<file path="src/rtl/nearest_pkg.sv">
// Shared types and helpers for the nearest-sample stream search.
//   state_t  : search FSM states (IDLE, RUN, DONE).
//   abs_diff : unsigned distance |a - b|. It is computed at DIST_W bits, so callers
//              zero-extend their operands and truncate the result back to their width.
//              Because the operands are zero-extended, the distance never wraps
//              (0x00 vs 0xFF is 0xFF).
package nearest_pkg;

  localparam int unsigned DIST_W = 32;

  typedef enum logic [1:0] {IDLE, RUN, DONE} state_t;

  function automatic logic [DIST_W-1:0] abs_diff(input logic [DIST_W-1:0] a,
                                                 input logic [DIST_W-1:0] b);
    return (a >= b) ? (a - b) : (b - a);
  endfunction

endpackage

</file>
<file path="src/rtl/nearest_of_two.sv">
// Combinational two-input nearest comparator.
// It chooses between the running best and a new candidate, judged by distance to refVal.
//   curBest, curDist : running best sample and its distance
//   candidate        : new sample
//   refVal           : reference value
//   firstFlag        : candidate is the first sample of the search and is loaded unconditionally
//   newBest, newDist : updated best and distance
// The candidate replaces the best only when it is strictly nearer, so on a tie the earlier sample wins.
module nearest_of_two
  import nearest_pkg::*;
#(
  parameter int WIDTH = 8
) (
  input  logic [WIDTH-1:0] curBest,
  input  logic [WIDTH-1:0] curDist,
  input  logic [WIDTH-1:0] candidate,
  input  logic [WIDTH-1:0] refVal,
  input  logic             firstFlag,
  output logic [WIDTH-1:0] newBest,
  output logic [WIDTH-1:0] newDist
);

  logic [WIDTH-1:0] cand_dist;

  always_comb begin
    cand_dist = WIDTH'(abs_diff(DIST_W'(candidate), DIST_W'(refVal)));
    newBest   = curBest;
    newDist   = curDist;
    if (firstFlag || (cand_dist < curDist)) begin
      newBest = candidate;
      newDist = cand_dist;
    end
  end

endmodule

</file>
<file path="src/rtl/nearest_stream_search.sv">
// Streams up to MAX_LEN samples and returns the one nearest to a latched reference.
//   clk, rst_n          : clock, asynchronous active-low reset
//   start, refI         : begin a search (accepted only in IDLE) and latch the reference
//   inData, inValid,
//   inLast, inReady     : sample stream. inLast is qualified by inValid.
//   result, resDist,
//   sampleCount         : nearest sample, its distance, and the number of samples consumed
//   resValid, resReady  : result handshake. The outputs are held while resValid && !resReady.
//   busy                : state is not IDLE
// The block accepts one sample per cycle with no bubbles. resValid rises in the cycle after the
// final sample is accepted.
module nearest_stream_search
  import nearest_pkg::*;
#(
  parameter int WIDTH   = 8,
  parameter int MAX_LEN = 16,
  parameter int CNT_W   = $clog2(MAX_LEN + 1)
) (
  input  logic             clk,
  input  logic             rst_n,
  input  logic             start,
  input  logic [WIDTH-1:0] refI,
  input  logic [WIDTH-1:0] inData,
  input  logic             inValid,
  input  logic             inLast,
  output logic             inReady,
  output logic [WIDTH-1:0] result,
  output logic [WIDTH-1:0] resDist,
  output logic [CNT_W-1:0] sampleCount,
  output logic             resValid,
  input  logic             resReady,
  output logic             busy
);

  state_t           state;
  logic [WIDTH-1:0] ref_q;
  logic [WIDTH-1:0] new_best;
  logic [WIDTH-1:0] new_dist;
  logic [CNT_W-1:0] count_inc;
  logic             first_sample;

  // result/resDist double as the running best and its distance.
  // A count of zero marks the first sample of the search.
  assign first_sample = (sampleCount == '0);
  assign count_inc    = sampleCount + CNT_W'(1);

  nearest_of_two #(
    .WIDTH(WIDTH)
  ) u_cmp (
    .curBest  (result),
    .curDist  (resDist),
    .candidate(inData),
    .refVal   (ref_q),
    .firstFlag(first_sample),
    .newBest  (new_best),
    .newDist  (new_dist)
  );

  always_ff @(posedge clk or negedge rst_n) begin
    if (!rst_n) begin
      state       <= IDLE;
      ref_q       <= '0;
      result      <= '0;
      resDist     <= '0;
      sampleCount <= '0;
      inReady     <= 1'b0;
      resValid    <= 1'b0;
      busy        <= 1'b0;
    end else begin
      unique case (state)
        IDLE: begin
          if (start) begin
            state       <= RUN;
            ref_q       <= refI;
            sampleCount <= '0;
            inReady     <= 1'b1;
            busy        <= 1'b1;
          end
        end
        RUN: begin
          // inReady is always high in RUN, so inValid alone qualifies an accept.
          if (inValid) begin
            result      <= new_best;
            resDist     <= new_dist;
            sampleCount <= count_inc;
            if (inLast || (count_inc == CNT_W'(MAX_LEN))) begin
              state    <= DONE;
              inReady  <= 1'b0;
              resValid <= 1'b1;
            end
          end
        end
        DONE: begin
          if (resReady) begin
            state    <= IDLE;
            resValid <= 1'b0;
            busy     <= 1'b0;
          end
        end
        default: begin
          state    <= IDLE;
          inReady  <= 1'b0;
          resValid <= 1'b0;
          busy     <= 1'b0;
        end
      endcase
    end
  end

endmodule

</file>
<file path="config.mk">
export PLATFORM = sky130hd
export DESIGN_NAME = nearest_stream_search
export DESIGN_NICKNAME = d
export VERILOG_FILES = /design/src/rtl/nearest_pkg.sv /design/src/rtl/nearest_of_two.sv /design/src/rtl/nearest_stream_search.sv
export SDC_FILE = /design/constraint.sdc
export NUM_CORES = 1
export LEC_CHECK = 0
export CORE_MARGIN = 5
export CORE_UTILIZATION = 45
export DETAILED_ROUTE_END_ITERATION = 6
export HOLD_SLACK_MARGIN = 0.02
export PLACE_DENSITY_LB_ADDON = 0.15
export REMOVE_ABC_BUFFERS = 1
export SLEW_MARGIN = 20
export SYNTH_ARGS = -nofsm -noshare
export SYNTH_HDL_FRONTEND = slang
export SYNTH_HIERARCHICAL = 1
export SYNTH_SLANG_ARGS = --single-unit
</file>
<file path="constraint.sdc">
create_clock -name clk -period 6.5 [get_ports clk]
set_clock_uncertainty 0.1 [all_clocks]
set_input_delay 1.625 -clock clk [delete_from_list [all_inputs] [get_ports clk]]
set_output_delay 1.625 -clock clk [all_outputs]
set_load 0.02 [all_outputs]
</file>
# Word level (Yosys, flattened, before mapping)
# Cells that the tools add are included.
[totals] regBits=34
[op_classes] n_bitwise=3 n_eq_ne=7 addsub=3 mux=18 n_reduce_logical=12 order_cmp=2
[op_table] op="subtractor 8 bit" count=2
[op_table] op="AND reduction 4 bit" count=3
[op_table] op="two-way mux 5 bit" count=2
[op_table] op="case mux 5 bit (2 select lines)" count=1
[op_table] op="case mux 1 bit (3 select lines)" count=3
[op_table] op="AND reduction 3 bit" count=3
[op_table] op="greater-or-equal comparator 8 bit" count=1
[op_table] op="less-than comparator 8 bit" count=1
[op_table] op="two-way mux 2 bit" count=4
[op_table] op="two-way mux 8 bit" count=1
[op_table] op="inequality test 2 bit, second input constant" count=4
[op_table] op="two-way mux 1 bit" count=6
[op_table] op="case mux 2 bit (3 select lines)" count=1
[op_table] op="adder 5 x 1 -> 5 bit, second input constant" count=1
[op_table] op="== test 5 bit, second input constant" count=1
[op_table] op="logical NOT 5 bit" count=1
[op_table] op="inverter 1 bit" count=3
[op_table] op="== test 2 x 1 -> 1 bit, second input constant" count=1
[op_table] op="== test 2 bit, second input constant" count=1
[op_table] op="logical NOT 2 bit" count=1
[op_table] op="logical OR 1 bit" count=2
[op_table] op="AND reduction 2 bit" count=1
[op_table] op="nonzero test 2 bit" count=1

# Longest topological paths before layout
# Gate-level depths: netlist of run 1.
[logic_depth] ltp_word=6 mapped_depth=19 ltp_nobuf=17

# Hierarchy
# Netlist of run 1, hierarchy kept.
[by_module_without_submodules] mod="nearest_stream_search" n_inst=1 area_per_inst_um2=1537.7 seq_area_each_um2=850.8 cells_per_inst=110
[by_module_without_submodules] mod="nearest_of_two" n_inst=1 area_per_inst_um2=1032.2 seq_area_each_um2=0.0 cells_per_inst=128

# Least setup slack after synthesis of run 1
# No wires, ideal clock.
[synth_path] kind="input to register" from="in inData[0]" to="reg result[1]" path_stages=18 n_path_buf=2 setup_ns=0.125 setup_slack_ns=1.067 t_arrival_ns=5.208 t_required_ns=6.275 cell_sequence="inv_1 -> ha_1 -> inv_1 -> fa_1 -> nand3_1 -> a31oi_1 -> a211oi_4 -> mux2i_1 -> xor2_1 -> ha_1 -> a21o_1 -> a21oi_1 -> nand2_1 -> o21bai_1 -> buf_2 -> clkbuf_1 -> mux2_2 -> mux2_4"
[synth_via] elab_chain_len=5 elab_cells_between_ends=7 cone_classes="add/sub: 2; order compare: 2; mux: 1; reduce/logical: 2"
[synth_rtl] item="start, declared" line_no="nearest_stream_search.sv:23" text="input logic [WIDTH-1:0] inData,"
[synth_rtl] item="subtractor 8 bit or greater-or-equal comparator 8 bit (tied branches)" line_no="nearest_pkg.sv:15" text="return (a >= b) ? (a - b) : (b - a);"
[synth_rtl] item="two-way mux 8 bit *" line_no="nearest_pkg.sv:15"
[synth_rtl] item="less-than comparator 8 bit *" line_no="nearest_of_two.sv:29" text="if (firstFlag || (cand_dist < curDist)) begin"
[synth_rtl] item="logical OR 1 bit *" line_no="nearest_of_two.sv:29"
[synth_rtl] item="AND reduction 3 bit (no source line) *"
[synth_rtl] item="end signal, assigned" line_no="nearest_stream_search.sv:83" text="result <= new_best;"
[synth_rtl] item="end, declared" line_no="nearest_stream_search.sv:27" text="output logic [WIDTH-1:0] result,"
# Mark *: on every way between the ends. The rest lies on a longest branch, timed or not.
# A chain may end at the register's enable or synchronous reset.

# Worst setup path after layout of run 1
[layout_path] from="in inData[3]" to="reg result[4]"
# The elaborated chain is that of the path after synthesis.

==> results.md, run 1 <==
- Result of the run: complete, no violations
- Slew at the pin closest to its max-slew limit: 0.5464 ns
- Number of global-route vias before repair: 1859
- Initial detailed-routing violation count: 45
- Series of cell instances along the critical path: clkdlybuf4s50_1, inv_1, ha_1, a21oi_1, a31oi_1, a211oi_4, mux2i_1, xor2_1, ha_1, a21o_1, a21oi_1, nand2_1, o21bai_1, buf_4, mux2_2, mux2_4
- Die X-Extent: 85.57 um
- Power per cell area: 612.0 nW/um^2
- Delay of the slowest cell on the worst path: 0.51 ns
- Final Max Tran Viols: 0
- Wire length of the first global-routing pass: 8790 um
- Type of the tightest min-delay check: reg2reg
- Post-CTS Repair Setup Buffers: 0
- Top cell family by delay on the critical path: compound AO/OA/AOI/OAI gates
- Placement Rows: 27
- Mean number of vias per cell: 5.182
- Clock insertion delay at the later pin of the skew report: 0.29 ns
- Reported max-cap violation count: 0
- Top-count cell post-synth: sky130_fd_sc_hd__dfrtp_1
- Detailed-route via count: 1850
- Number of distinct library cells after synthesis: 38
- Synth Area per Inst: 10.80 um^2
- Post-detailed-placement half-perimeter wirelength: 4008 um
- Fraction of synthesized cell area in xor and xnor cells: 3.067%
- Wire length on met1: 2482 um
- Fraction of the yosys area taken by sequential cells: 33.11%
- Clock slew at reported path FFs: 0.07 ns
- Depth of the CTS H-tree: 2
- Simple-gate portion of the synthesized area: 7.644%
- Area inside the core boundary: 5540 um^2
- Routability Congestion: 0.8888
- Length in cells of the worst reg-to-reg path: 14
- Adder-cell share of the synthesized area: 13.24%
- Fraction of layout instances using a drive strength above 1: 18.95%
- Sink count of the clock tree: 34
- Relative slew slack: 63.57%
- Final Non-Filler Cells: 357
- Boundary pin count: 46
- Worst setup path startpoint: inData[3]
- Vertical die dimension: 85.57 um
- Most used DFF post-synth: sky130_fd_sc_hd__dfrtp_1
- Setup TNS Final: 0 ns
- Largest net degree at the start of global routing: 35
- Congestion Overflow GR: 0
- Post-synthesis cell type with the largest combined area: sky130_fd_sc_hd__dfrtp_1
- Number of placed instances with taps included: 349
- Final net count: 332
- First drt pass iteration count: 4
- Met3 layer wire length in the routed design: 238 um
- Leakage power: 1.502 nW
- Yosys warns: 6
- Worst setup path category: in2reg
- Antenna violations before repair: 0
- Critical path capture point: result[4]
- Complex-gate fraction of the synthesized area: 13.19%
- Reg-to-Reg Start: ref_q[3]
- Unrepaired setup endpoints after global routing: no
- Average wire length per cell after detail routing: 14.57 um
- CP startpoint kind: input port
- Share of async-settable or async-resettable flops after synthesis: 100.0%
- Fill cell instance count of the final layout: 512
- CP max stage cell: sky130_fd_sc_hd__clkdlybuf4s50_1
- Final Hold Violating Endpoints: 0
- Area share of the leading cell type in the synthesized netlist: 33.11%
- Fraction of synthesized area in multiplexers: 22.35%
- Finish-stage setup viols: 0
- Endpoint of the worst-slack reg-to-reg timing path: result[4]
- Register-to-register setup slack: 2.32 ns
- Worst vdd rail ir drop: 0.2895 mV
- Area of the mapped netlist: 2570 um^2
- Remaining number of nets flagged by the antenna check after routing: 0
- Met2 wire len: 2392 um
- Final min period: 5.694 ns
- Largest fanout of any net on the critical path: 10
- Number of remaining DRC errors: 0
- Highest Signal Layer: met4
- Number of buffers and inverters on the critical path: 3
- Clock tree from TritonCTS: built
- Total stage count of the critical path: 16
- Post-Synthesis Cells: 238
- Number of synthesized register bits: 34
- Required time at the endpoint of the critical path: 6.57 ns
- Post-cts sizing count: 0
- Number of hold buffers added after CTS: 0
- Area enclosed by the die boundary: 7322 um^2
- Cell at the root of the clock tree: sky130_fd_sc_hd__clkbuf_8
- Max Root-Sink Buffers: 2
- Initial Util: 46.39%
- Port-buffer cells: 45
- Antenna Diode Count: 0
- Total track usage: 14.98%
- Number of buffers inserted during clock tree synthesis: 5
- Post-synthesis to final-layout area growth: 22.30%
- Final critical-path share of the clock period: 87.60%
- Leading post-synthesis cells by cell area: sky130_fd_sc_hd__dfrtp_1, sky130_fd_sc_hd__ha_1, sky130_fd_sc_hd__mux2_4, sky130_fd_sc_hd__mux2_2, sky130_fd_sc_hd__inv_1
- Number of flops mapped to enable cells by yosys: 0
- Combinational family with the most area after synthesis: multiplexers
- Max Clk Rate: 175.6 MHz
- Post-synth top cells: sky130_fd_sc_hd__dfrtp_1, sky130_fd_sc_hd__inv_1, sky130_fd_sc_hd__ha_1, sky130_fd_sc_hd__mux2_4, sky130_fd_sc_hd__mux2_2
- Kind of end point of the critical path: flip-flop
- WL final: 5203 um
- Data arrival time at the worst-slack endpoint: 5.76 ns
## cells in the final DEF (no fill, tap or decap), drive strengths merged
master         netlist  final
xor2                 5      5
ha                  24     24
nand4b               1      1
a31oi                3      3
clkinv               0      1
o31a                 1      1
nand3b               3      3
nand2b               2      2
buf                  9      4
a22o                 5      5
o211ai               1      1
mux2i                6      6
o21ai                5      5
a21o                10     10
o21a                 1      1
inv                 27     27
a211oi               3      3
dfrtp               34     34
clkdlybuf4s50        0     45
xnor2                4      4
nand4                5      5
o21bai               2      2
nor2                 8      8
a21oi               17     17
fa                   2      2
nand3                3      3
and2                 1      1
clkbuf               1      7
nor4b                1      1
and3b                1      1
o31ai                1      1
a21boi               1      1
nand2               12     12
mux2                39     39
## logic make-up after synthesis
logic type	count (synthesis)
AOI/OAI and AO/OA	50
xor gates and xnor gates	9
adders and majority gates	26
buffers and inverters	37
DFF	34
muxes	45
and+or+nand+nor	37
## through the flow
step | utilization [%] | hold WS [ns] | worst slack (ns) | total power [mW] | cell area, um^2
2_1_floorplan | - | 0.3807 | 0.7282 | 1.395 | 2481
3_3_place_gp | 55.08 | 0.3947 | 0.6254 | 1.744 | 3052
3_5_place_dp | 55.08 | 0.4047 | 0.5340 | 1.764 | 3052
4_1_cts | 56.73 | 0.4217 | 0.8182 | 1.940 | 3143
5_1_grt | 56.73 | 0.4503 | 0.5621 | 2.079 | 3143
6_report | 56.73 | 0.4148 | 0.8060 | 1.923 | 3143
## state kept, by name, indices dropped and copies added (netlist names)
name / cells
ref_q: 8
state: 2
result: 8
busy: 1
resDist: 8
resValid: 1
sampleCount: 5
inReady: 1
## area by class of cell
type                    instances  area (um^2)  share of cell area [%]
repair buffers                 49        480.5                   15.29
clock buffers                   7        86.33                   2.747
clock inverters                 1        5.005                  0.1592
well taps                      72        90.09                   2.866
flip-flops and latches         34        850.8                   27.07
inverters                      27        101.3                   3.225
multi-input cells             167         1529                   48.65
## where the power goes
part | leakage [nW] | internal, mW | switching, mW | total [mW]
logic | 1.05 | 0.742 | 0.607 | 1.35
registers | 0.407 | 0.313 | 0.0986 | 0.412
clock network | 0.0482 | 0.0855 | 0.0768 | 0.162
total | 1.50 | 1.14 | 0.782 | 1.92
## worst min-delay path by stage
| stage | slack, ns | from | endpoint | depth (start not counted) |
|---|---|---|---|---|
| 3_5_place_dp | 0.40 | ref_q[7] | ref_q[7] | 1 |
| 4_1_cts | 0.42 | ref_q[7] | ref_q[7] | 1 |
| 5_1_grt | 0.45 | ref_q[7] | ref_q[7] | 1 |
| 3_3_place_gp | 0.39 | ref_q[7] | ref_q[7] | 1 |
| 2_1_floorplan | 0.38 | ref_q[7] | ref_q[7] | 1 |
| 6_report | 0.41 | ref_q[7] | ref_q[7] | 1 |
## layer usage
layer / vias up / global-route usage [%]
met4: 0 / 5.180
met1: 878 / 20.08
li1: 922 / -
met5: - / 0
met2: 42 / 23.59
met3: 8 / 3.650
No activity file was read; power rests on OpenSTA's default activity.
==> run 2, diff against run 1 <==
Settings changed: CTS_CLUSTER_DIAMETER set to 100, DONT_BUFFER_PORTS set to 1, SKIP_LAST_GASP set to 1.
==> results.md, run 2 (synthesized netlist as in run 1, its figures left out) <==
- Depth of the CTS H-tree: 2 (unchanged)
- Number of remaining DRC errors: 0 (unchanged)
- Max Root-Sink Buffers: 2 (unchanged)
- Wire length of the first global-routing pass: 8832 um (+0.48%)
- Initial Util: 46.39% (unchanged)
- WL final: 5167 um (-0.69%)
- Max Clk Rate: 182.5 MHz (+3.9%)
- Number of placed instances with taps included: 302 (-13%)
- Setup TNS Final: 0 ns (unchanged)
- Die X-Extent: 85.57 um (unchanged)
- Antenna violations before repair: 0 (unchanged)
- Vertical die dimension: 85.57 um (unchanged)
- Largest fanout of any net on the critical path: 11 (+1)
- Power per cell area: 661.1 nW/um^2 (+8.0%)
- Average wire length per cell after detail routing: 16.67 um (+14%)
- Remaining number of nets flagged by the antenna check after routing: 0 (unchanged)
- Required time at the endpoint of the critical path: 6.57 ns (about the same)
- Final net count: 285 (-14%)
- Area enclosed by the die boundary: 7322 um^2 (unchanged)
- Post-cts sizing count: 0 (unchanged)
- Final min period: 5.479 ns (-0.2154 ns)
- Final Non-Filler Cells: 310 (-13%)
- Final Hold Violating Endpoints: 0 (unchanged)
- Clock insertion delay at the later pin of the skew report: 0.29 ns (about the same)
- Reported max-cap violation count: 0 (unchanged)
- Total track usage: 15.04% (+0.065 points)
- Largest net degree at the start of global routing: 35 (unchanged)
- First drt pass iteration count: 4 (unchanged)
- CP max stage cell: sky130_fd_sc_hd__a211oi_4
- Final standard cell area without fillers: 2685 um^2 (-15%)
- Series of cell instances along the critical path: inv_1, ha_1, inv_1, fa_1, nand3_1, a31oi_1, a211oi_4, mux2i_1, xor2_1, ha_1, a21o_1, a21oi_1, nand2_1, o21bai_2, buf_4, mux2_2, mux2_4
- Sink count of the clock tree: 34 (unchanged)
- Post-synthesis to final-layout area growth: 4.479%
- Boundary pin count: 46 (unchanged)
- Cell at the root of the clock tree: sky130_fd_sc_hd__clkbuf_8
- Number of buffers inserted during clock tree synthesis: 5 (unchanged)
- Final critical-path share of the clock period: 84.29% (-3.3 points)
- Worst setup path category: in2reg
- Most common cell after layout, fill and taps aside: sky130_fd_sc_hd__dfrtp_1
- Number of hold buffers added after CTS: 0 (unchanged)
- Relative slew slack: 62.42% (-1.2 points)
- Most frequent cells in the layout: sky130_fd_sc_hd__dfrtp_1, sky130_fd_sc_hd__inv_1, sky130_fd_sc_hd__ha_1, sky130_fd_sc_hd__mux2_4, sky130_fd_sc_hd__mux2_2
- Detailed-route via count: 1673 (-9.6%)
- Initial detailed-routing violation count: 40 (-11%)
- Post-detailed-placement half-perimeter wirelength: 3871 um (-3.4%)
- Number of global-route vias before repair: 1761 (-5.3%)
- Unrepaired setup endpoints after global routing: no
- Delay of the slowest cell on the worst path: 0.49 ns (-0.02 ns)
- Cell depth of the worst hold path: 1 (unchanged)
- Routability Congestion: 0.8699 (-2.1%)
- Fraction of layout instances using a drive strength above 1: 22.69% (+3.7 points)
- Placement Rows: 27 (unchanged)
- Leakage power: 1.317 nW (-12%)
- Data arrival time at the worst-slack endpoint: 5.55 ns (-0.21 ns)
- Length in cells of the worst reg-to-reg path: 16 (+2)
- Placed Area: 2590 um^2 (-15%)
- Clock tree from TritonCTS: built
- Area inside the core boundary: 5540 um^2 (unchanged)
- Finish-stage setup viols: 0 (unchanged)
- Post-CTS Repair Setup Buffers: 0 (unchanged)
- Worst vdd rail ir drop: 0.2523 mV (-13%)
- Mean number of vias per cell: 5.397 (+4.1%)
- Biggest regs: ref_q x8, resDist x8, result x8
- Congestion Overflow GR: 0 (unchanged)
- Final Max Tran Viols: 0 (unchanged)
- Slew at the pin closest to its max-slew limit: 0.5633 ns (+0.01691 ns)
- Port-buffer cells: 0 (-100%)
- Fill cell instance count of the final layout: 538 (+5.1%)
- Antenna Diode Count: 0 (unchanged)
- CP startpoint kind: input port
- Clock slew at reported path FFs: 0.07 ns (about the same)
- Type of the tightest min-delay check: reg2reg
- Kind of end point of the critical path: flip-flop
- Result of the run: complete, no violations
==> run 2: cell types whose count changed in the layout (fill, tap and decap cells not counted), sizes merged <==
cell           delta
buf               -2
clkinvlp          +1
clkbuf            -1
clkdlybuf4s50    -45
==> run 2: metal layers <==
metal / track usage (%) / vias to the layer above / part of all wire (%)
met5: 0 / - / 0
met4: 3.885 / 0 / 1.1
met3: 5.379 / 5 / 6.4
met2: 22.10 / 37 / 43
met1: 20.98 / 799 / 50
li1: - / 832 / -
==> run 2: critical path: cells and delay by family <==
family | cells | cell delay [ns]
adders and majority gates | 3 | 0.82
xor gates and xnor gates | 1 | 0.21
buffers and inverters | 3 | 0.38
AOI/OAI and AO/OA | 5 | 1.44
and+or+nand+nor | 2 | 0.20
muxes | 3 | 0.87
==> run 2: final cells by class <==
cell class                 count  area (um^2)  area share [%]
tap                           72        90.09           3.355
timing repair buffer           2        15.01          0.5592
multi-input combinational    167         1533           57.08
inverter                      27        101.3           3.774
clock buffer                   6        82.58           3.075
sequential                    34        850.8           31.69
clock inverter                 2        12.51          0.4660
==> run 2: final timing paths <==
| path | to | slack, ns | from |
|---|---|---|---|
| max in group asynchronous | result[6] | 5.28 | rst_n |
| min | ref_q[7] | 0.42 | ref_q[7] |
| min reg2reg | ref_q[7] | 0.42 | ref_q[7] |
| max reg2reg | result[5] | 1.97 | ref_q[0] |
| min in group asynchronous | result[7] | 0.92 | rst_n |
| max | result[5] | 1.02 | inData[0] |
==> run 2: report_power, final <==
| group | internal (mW) | switching (mW) | leakage (nW) |
|---|---|---|---|
| clock | 0.0852 | 0.0821 | 0.0472 |
| combinational | 0.607 | 0.488 | 0.863 |
| sequential | 0.311 | 0.201 | 0.407 |
| total | 1.00 | 0.771 | 1.32 |
==> run 2: metrics by stage <==
stage | power [mW] | hold WS, ns | worst slack (ns) | util [%]
detailed placement | 1.617 | 0.4015 | 0.7150 | 46.75
floorplan | 1.395 | 0.3807 | 0.7282 | -
global placement | 1.598 | 0.3963 | 0.8081 | 46.75
finish | 1.775 | 0.4210 | 1.021 | 48.46
CTS | 1.792 | 0.4179 | 1.015 | 48.46
global route | 1.946 | 0.4475 | 0.7793 | 48.46
